--- src/rtl/vga_frame_sync.sv ---
// 640x480@60 VGA timing plus Pong object renderer; all outputs registered 1 clock after counter state.
// Free-running, no backpressure: game positions are shadowed once per frame at the start of vertical blank.
module vga_frame_sync #(
  parameter int CLK_DIV = 2,
  parameter int PAD_HW  = 25,
  parameter int PAD_HH  = 33,
  parameter int BALL_W  = 12,
  parameter int BALL_H  = 17,
  parameter int H_VIS   = 640,
  parameter int H_SS    = 656,
  parameter int H_SE    = 751,
  parameter int H_TOT   = 800,
  parameter int V_VIS   = 480,
  parameter int V_SS    = 490,
  parameter int V_SE    = 491,
  parameter int V_TOT   = 525
) (
  input  logic        clock,
  input  logic        reset,
  input  logic [9:0]  p1_x,
  input  logic [8:0]  p1_y,
  input  logic [9:0]  p2_x,
  input  logic [8:0]  p2_y,
  input  logic [9:0]  ball_x,
  input  logic [8:0]  ball_y,
  input  logic [2:0]  winner,
  output logic        screenEnd,
  output logic        hsync,
  output logic        vsync,
  output logic        video_on,
  output logic [9:0]  pix_x,
  output logic [9:0]  pix_y,
  output logic [11:0] rgb
);

  localparam logic signed [10:0] HW = 11'(PAD_HW);
  localparam logic signed [10:0] HH = 11'(PAD_HH);

  logic [1:0]  div_q, div_d;
  logic        tick;
  logic [9:0]  h_q, h_d, v_q, v_d;
  logic        init_q;
  logic [9:0]  p1x_q, p2x_q, bx_q;
  logic [8:0]  p1y_q, p2y_q, by_q;
  logic [2:0]  win_q;
  logic [9:0]  r_p1x, r_p2x, r_bx;
  logic [8:0]  r_p1y, r_p2y, r_by;
  logic [2:0]  r_win;
  logic        se_q, se_d, hs_q, hs_d, vs_q, vs_d, vo_q, vo_d, load;
  logic [9:0]  px_q, py_q;
  logic [11:0] rgb_q, rgb_d;
  logic        pad1, pad2, ball;
  logic [10:0] bx_end, by_end;

  // Signed 11-bit distance keeps a centre near 0 from wrapping to ~1000.
  function automatic logic pad_hit(input logic [9:0] h, input logic [9:0] v,
                                   input logic [9:0] cx, input logic [8:0] cy);
    logic signed [10:0] dx, dy;
    dx = $signed({1'b0, h}) - $signed({1'b0, cx});
    dy = $signed({1'b0, v}) - $signed({2'b00, cy});
    return (dx >= -HW) && (dx <= HW) && (dy >= -HH) && (dy <= HH);
  endfunction

  assign tick = (div_q == 2'(CLK_DIV - 1));
  assign div_d = tick ? 2'd0 : div_q + 2'd1;

  always_comb begin
    h_d = h_q;
    v_d = v_q;
    if (tick) begin
      if (h_q == 10'(H_TOT - 1)) begin
        h_d = '0;
        v_d = (v_q == 10'(V_TOT - 1)) ? '0 : v_q + 10'd1;
      end else begin
        h_d = h_q + 10'd1;
      end
    end
  end

  // Until the first clock after reset the shadows are stale, so render straight from the inputs.
  always_comb begin
    r_p1x = init_q ? p1_x   : p1x_q;
    r_p1y = init_q ? p1_y   : p1y_q;
    r_p2x = init_q ? p2_x   : p2x_q;
    r_p2y = init_q ? p2_y   : p2y_q;
    r_bx  = init_q ? ball_x : bx_q;
    r_by  = init_q ? ball_y : by_q;
    r_win = init_q ? winner : win_q;
  end

  assign se_d   = (h_q == 10'd0) && (v_q == 10'(V_VIS));
  assign load   = init_q || (se_d && !se_q);
  assign bx_end = {1'b0, r_bx} + 11'(BALL_W);
  assign by_end = {2'b00, r_by} + 11'(BALL_H);
  assign pad1   = pad_hit(h_q, v_q, r_p1x, r_p1y);
  assign pad2   = pad_hit(h_q, v_q, r_p2x, r_p2y);
  assign ball   = ({1'b0, h_q} >= {1'b0, r_bx}) && ({1'b0, h_q} < bx_end) &&
                  ({1'b0, v_q} >= {2'b00, r_by}) && ({1'b0, v_q} < by_end);
  assign vo_d   = (h_q < 10'(H_VIS)) && (v_q < 10'(V_VIS));
  assign hs_d   = !((h_q >= 10'(H_SS)) && (h_q <= 10'(H_SE)));
  assign vs_d   = !((v_q >= 10'(V_SS)) && (v_q <= 10'(V_SE)));

  always_comb begin
    rgb_d = 12'h000;
    if (vo_d) begin
      if (ball)               rgb_d = 12'hFFF;
      else if (pad1)          rgb_d = 12'h0F0;
      else if (pad2)          rgb_d = 12'h0FF;
      else if (r_win == 3'd1) rgb_d = 12'h400;
      else if (r_win == 3'd2) rgb_d = 12'h004;
    end
  end

  always_ff @(posedge clock or negedge reset) begin
    if (!reset) begin
      div_q  <= '0;
      h_q    <= '0;
      v_q    <= '0;
      init_q <= 1'b1;
      p1x_q  <= '0;
      p1y_q  <= '0;
      p2x_q  <= '0;
      p2y_q  <= '0;
      bx_q   <= '0;
      by_q   <= '0;
      win_q  <= '0;
      se_q   <= 1'b0;
      hs_q   <= 1'b1;
      vs_q   <= 1'b1;
      vo_q   <= 1'b1;
      px_q   <= '0;
      py_q   <= '0;
      rgb_q  <= '0;
    end else begin
      div_q  <= div_d;
      h_q    <= h_d;
      v_q    <= v_d;
      init_q <= 1'b0;
      if (load) begin
        p1x_q <= p1_x;
        p1y_q <= p1_y;
        p2x_q <= p2_x;
        p2y_q <= p2_y;
        bx_q  <= ball_x;
        by_q  <= ball_y;
        win_q <= winner;
      end
      se_q  <= se_d;
      hs_q  <= hs_d;
      vs_q  <= vs_d;
      vo_q  <= vo_d;
      px_q  <= h_q;
      py_q  <= v_q;
      rgb_q <= rgb_d;
    end
  end

  assign screenEnd = se_q;
  assign hsync     = hs_q;
  assign vsync     = vs_q;
  assign video_on  = vo_q;
  assign pix_x     = px_q;
  assign pix_y     = py_q;
  assign rgb       = rgb_q;

endmodule

--- config.mk ---
export PLATFORM = sky130hd
export DESIGN_NAME = vga_frame_sync
export DESIGN_NICKNAME = d
export VERILOG_FILES = /design/src/rtl/vga_frame_sync.sv
export SDC_FILE = /design/constraint.sdc
export NUM_CORES = 1
export LEC_CHECK = 0
export BUFFER_PORTS_ARGS = -buffer_cell sky130_fd_sc_hd__buf_2
export CORE_ASPECT_RATIO = 1.75
export CORE_MARGIN = 1
export CORE_UTILIZATION = 55
export DETAILED_ROUTE_END_ITERATION = 8
export PLACE_DENSITY = 0.76
export SLEW_MARGIN = 10
export SYNTH_ARGS = -nofsm -noshare
export SYNTH_HDL_FRONTEND = slang
export SYNTH_SLANG_ARGS = --single-unit
--- constraint.sdc ---
create_clock -name clock -period 11.6 [get_ports clock]
set_input_delay 2.32 -clock clock [delete_from_list [all_inputs] [get_ports clock]]
set_output_delay 2.32 -clock clock [all_outputs]
set_load 0.005 [all_outputs]
==> out/summary.txt <==
Cells after Synth - 748
Worst Hold Class - reg2reg
final instance area - 0.00874 mm2
root buffer cell - clkbuf_16
layout cell share with drive strength beyond 1 - 0.237
endpoints failing hold - 0
PortBufs - 97
Crit path required time - 11.87 ns
die area - 0.0147 mm2
sequential area share after synthesis - 0.360
Longest Clk Path Bufs - 2
Worst Setup SP - p2_x[0]
share of total power in the clock network - 0.352
switching share of power - 0.282
combinational fraction of design power - 0.210
WL per Instance - 18.4 um
drt via density - 6.07
via count - 6175
yosys warns - 0
LEAKAGE - 0.00423 uW
number of global-route vias before repair - 6558
skew final - 0.00864 ns
Fmax achieved - 0.202 GHz
crit path DAT - 5.21 ns
gr usage total - 0.264
Sink Count - 112
VDD IR max - 0.0645 mV
Slew @ Worst Pin - 0.924 ns
Avg Cell Area, Syn - 10.4 um2
RSZ-0062 raised after global routing - false
clock slew at reported path FFs - 0.08 ns
CTS buffer count - 9
placed inst area - 0.00841 mm2
Internal Power - 703 uW
Starting DRT DRC Count - 262
DIE HEIGHT - 160 um
Mapped Nets - 895
Sw Pwr - 276 uW
ys async rst share - 1.00
CTS hold repair buffers - 0
# Max-Cap Violations - 0
r2r startpoint - init_q
R2R setup slack - 7.27 ns
leading area contributor after synthesis - dfrtp_1
initial antenna violation count - 0
DRT Pass-1 Iters - 4
Post-Route WL - 18700 um
Netlist cell types - 74
# resized after CTS - 0
layout overhead on the synthesized area - 12.0%
CP startpoint kind - primary input
ANT cells - 0
FF+latch count, synth - 112
core box area - 0.0138 mm2
largest cells by area after synthesis - dfrtp_1 35%, ha_1 13%, mux2_2 9.5%
R2R cell count - 13
setup TNS - 0 ns
GRT Residual Overflow - 0
Final period util - 0.426
final setup fails - 0
DRC - 0
Synth top cells by count - 108 x dfrtp_1, 81 x ha_1, 66 x mux2_2
DP Wirelength - 14200 um
non-filler cells, final - 1017
filler cell count - 1149
Clk Latency, worst-skew pair - 0.36 ns
status - finished clean
pin count of the biggest net entering global routing - 71
CTS tree - built
mapped cell area - 0.00780 mm2
Seq pwr share - 0.438
crit path capture - rgb[10]
Ports - 98
placed cell count - 1001
Routed Antenna Nets - 0
first-pass GRT wire length - 30400 um
Tmin final - 4.95 ns
Setup crit end kind - register
GP Congestion - 0.925
Layout Nets - 982
setup bufs post-CTS - 0
Synth top area share - 0.346
count leader, synth - dfrtp_1
FP Rows - 57
reg2reg end - rgb[10]
number of flops mapped to enable cells by yosys - 0
Die Span X - 92.0 um
H-tree Lvls - 3
Rel. slew slack - 0.384
crit path max fanout - 4
Pwr Density - 112 mW/mm2
Crit Path Category - in2reg
Synth Flop Type - dfrtp_1
Starting Density - 0.564
Slew Limit Fails - 0
==> power groups by stage <==
stage                     Sequential, uW  Combinational [uW]  Clock (uW)
final                                429                 206         345
after global placement               435                 194           0
after global routing                 432                 229         365
after detailed placement             437                 205           0
after floorplan                      427                 154           0
after CTS                            429                 206         354
==> state kept, by name, summed over array words and instances (netlist names) <==
name / count
bx_q: 10
by_q: 9
div_q: 2
h_q: 10
hsync: 1
init_q: 1
p1x_q: 10
p1y_q: 9
p2x_q: 10
p2y_q: 9
pix_x: 10
pix_y: 10
rgb: 5
screenEnd: 1
v_q: 10
video_on: 1
vsync: 1
win_q: 3
==> cell usage in the layout (no fill, tap or decap), drive strengths merged, types with 6 or more instances in the layout <==
| master | instances |
|---|---|
| buf | 100 |
| nand3 | 11 |
| dfrtp | 108 |
| a31oi | 9 |
| nor2 | 36 |
| xor2 | 19 |
| a21o | 8 |
| nor3 | 17 |
| a21oi | 32 |
| nor2b | 9 |
| o21a | 8 |
| nand2 | 42 |
| o2111ai | 6 |
| nand2b | 11 |
| clkbuf | 9 |
| nor4 | 10 |
| xnor2 | 27 |
| mux2i | 54 |
| o211ai | 7 |
| ha | 81 |
| nand4 | 7 |
| o21ai | 36 |
| inv | 32 |
| mux2 | 66 |
| and3 | 7 |
==> metal layers <==
layer / wire length, um / up-vias / track usage
met5: 0 / - / 0
met4: 929 / 0 / 0.158
met3: 637 / 64 / 0.0406
met2: 10200 / 170 / 0.489
met1: 6960 / 2996 / 0.272
li1: - / 2945 / -
==> metrics by stage <==
step           setup slack (ns)  total power (uW)  hold WS, ns   util
6_report                   6.65               979        0.434  0.632
5_1_grt                    6.51              1030        0.463  0.632
4_1_cts                    6.75               989        0.431  0.632
3_5_place_dp               6.40               642        0.423  0.608
3_3_place_gp               6.50               628        0.413  0.608
2_1_floorplan              6.84               581        0.378      -
==> kinds of logic (layout without fill, tap and decap cells) <==
kind of cell               after synthesis  in the layout  synth area share
AOI/OAI and AO/OA                      142            142             0.123
xor gates and xnor gates                46             46            0.0517
adders and majority gates               85             85             0.140
buffers and inverters                   54            146            0.0308
DFF                                    112            112             0.360
muxes                                  120            120             0.165
other                                    1              1          0.000481
and+or+nand+nor                        188            188             0.129
==> critical path: stages <==
cell	delay, ns
buf_2	0.08
mux2_2	0.13
ha_1	0.16
inv_1	0.05
fa_1	0.41
a21oi_2	0.19
o31ai_1	0.10
a2111o_1	0.46
a31oi_1	0.18
o21bai_1	0.09
and4_1	0.17
o22ai_1	0.47
o21ai_0	0.20
o21ai_0	0.21
==> worst min path at each step <==
stage,cells past startpoint,end,start,slack (ns)
floorplan,0,pix_y[9],v_q[9],0.38
global placement,1,div_q[1],div_q[0],0.41
detailed placement,1,div_q[1],div_q[0],0.42
CTS,1,div_q[1],div_q[0],0.43
global route,1,div_q[1],div_q[0],0.46
finish,1,div_q[1],div_q[0],0.43
==> cell type report <==
type	instances	area [um2]	share of cell area
clock buffers	9	225	0.0258
clock inverters	7	104	0.0119
inverters	30	113	0.0129
multi-input cells	582	4750	0.544
flip-flops and latches	112	2810	0.322
well taps	177	221	0.0253
repair buffers	100	510	0.0584
No activity file was read; power rests on OpenSTA's default activity.
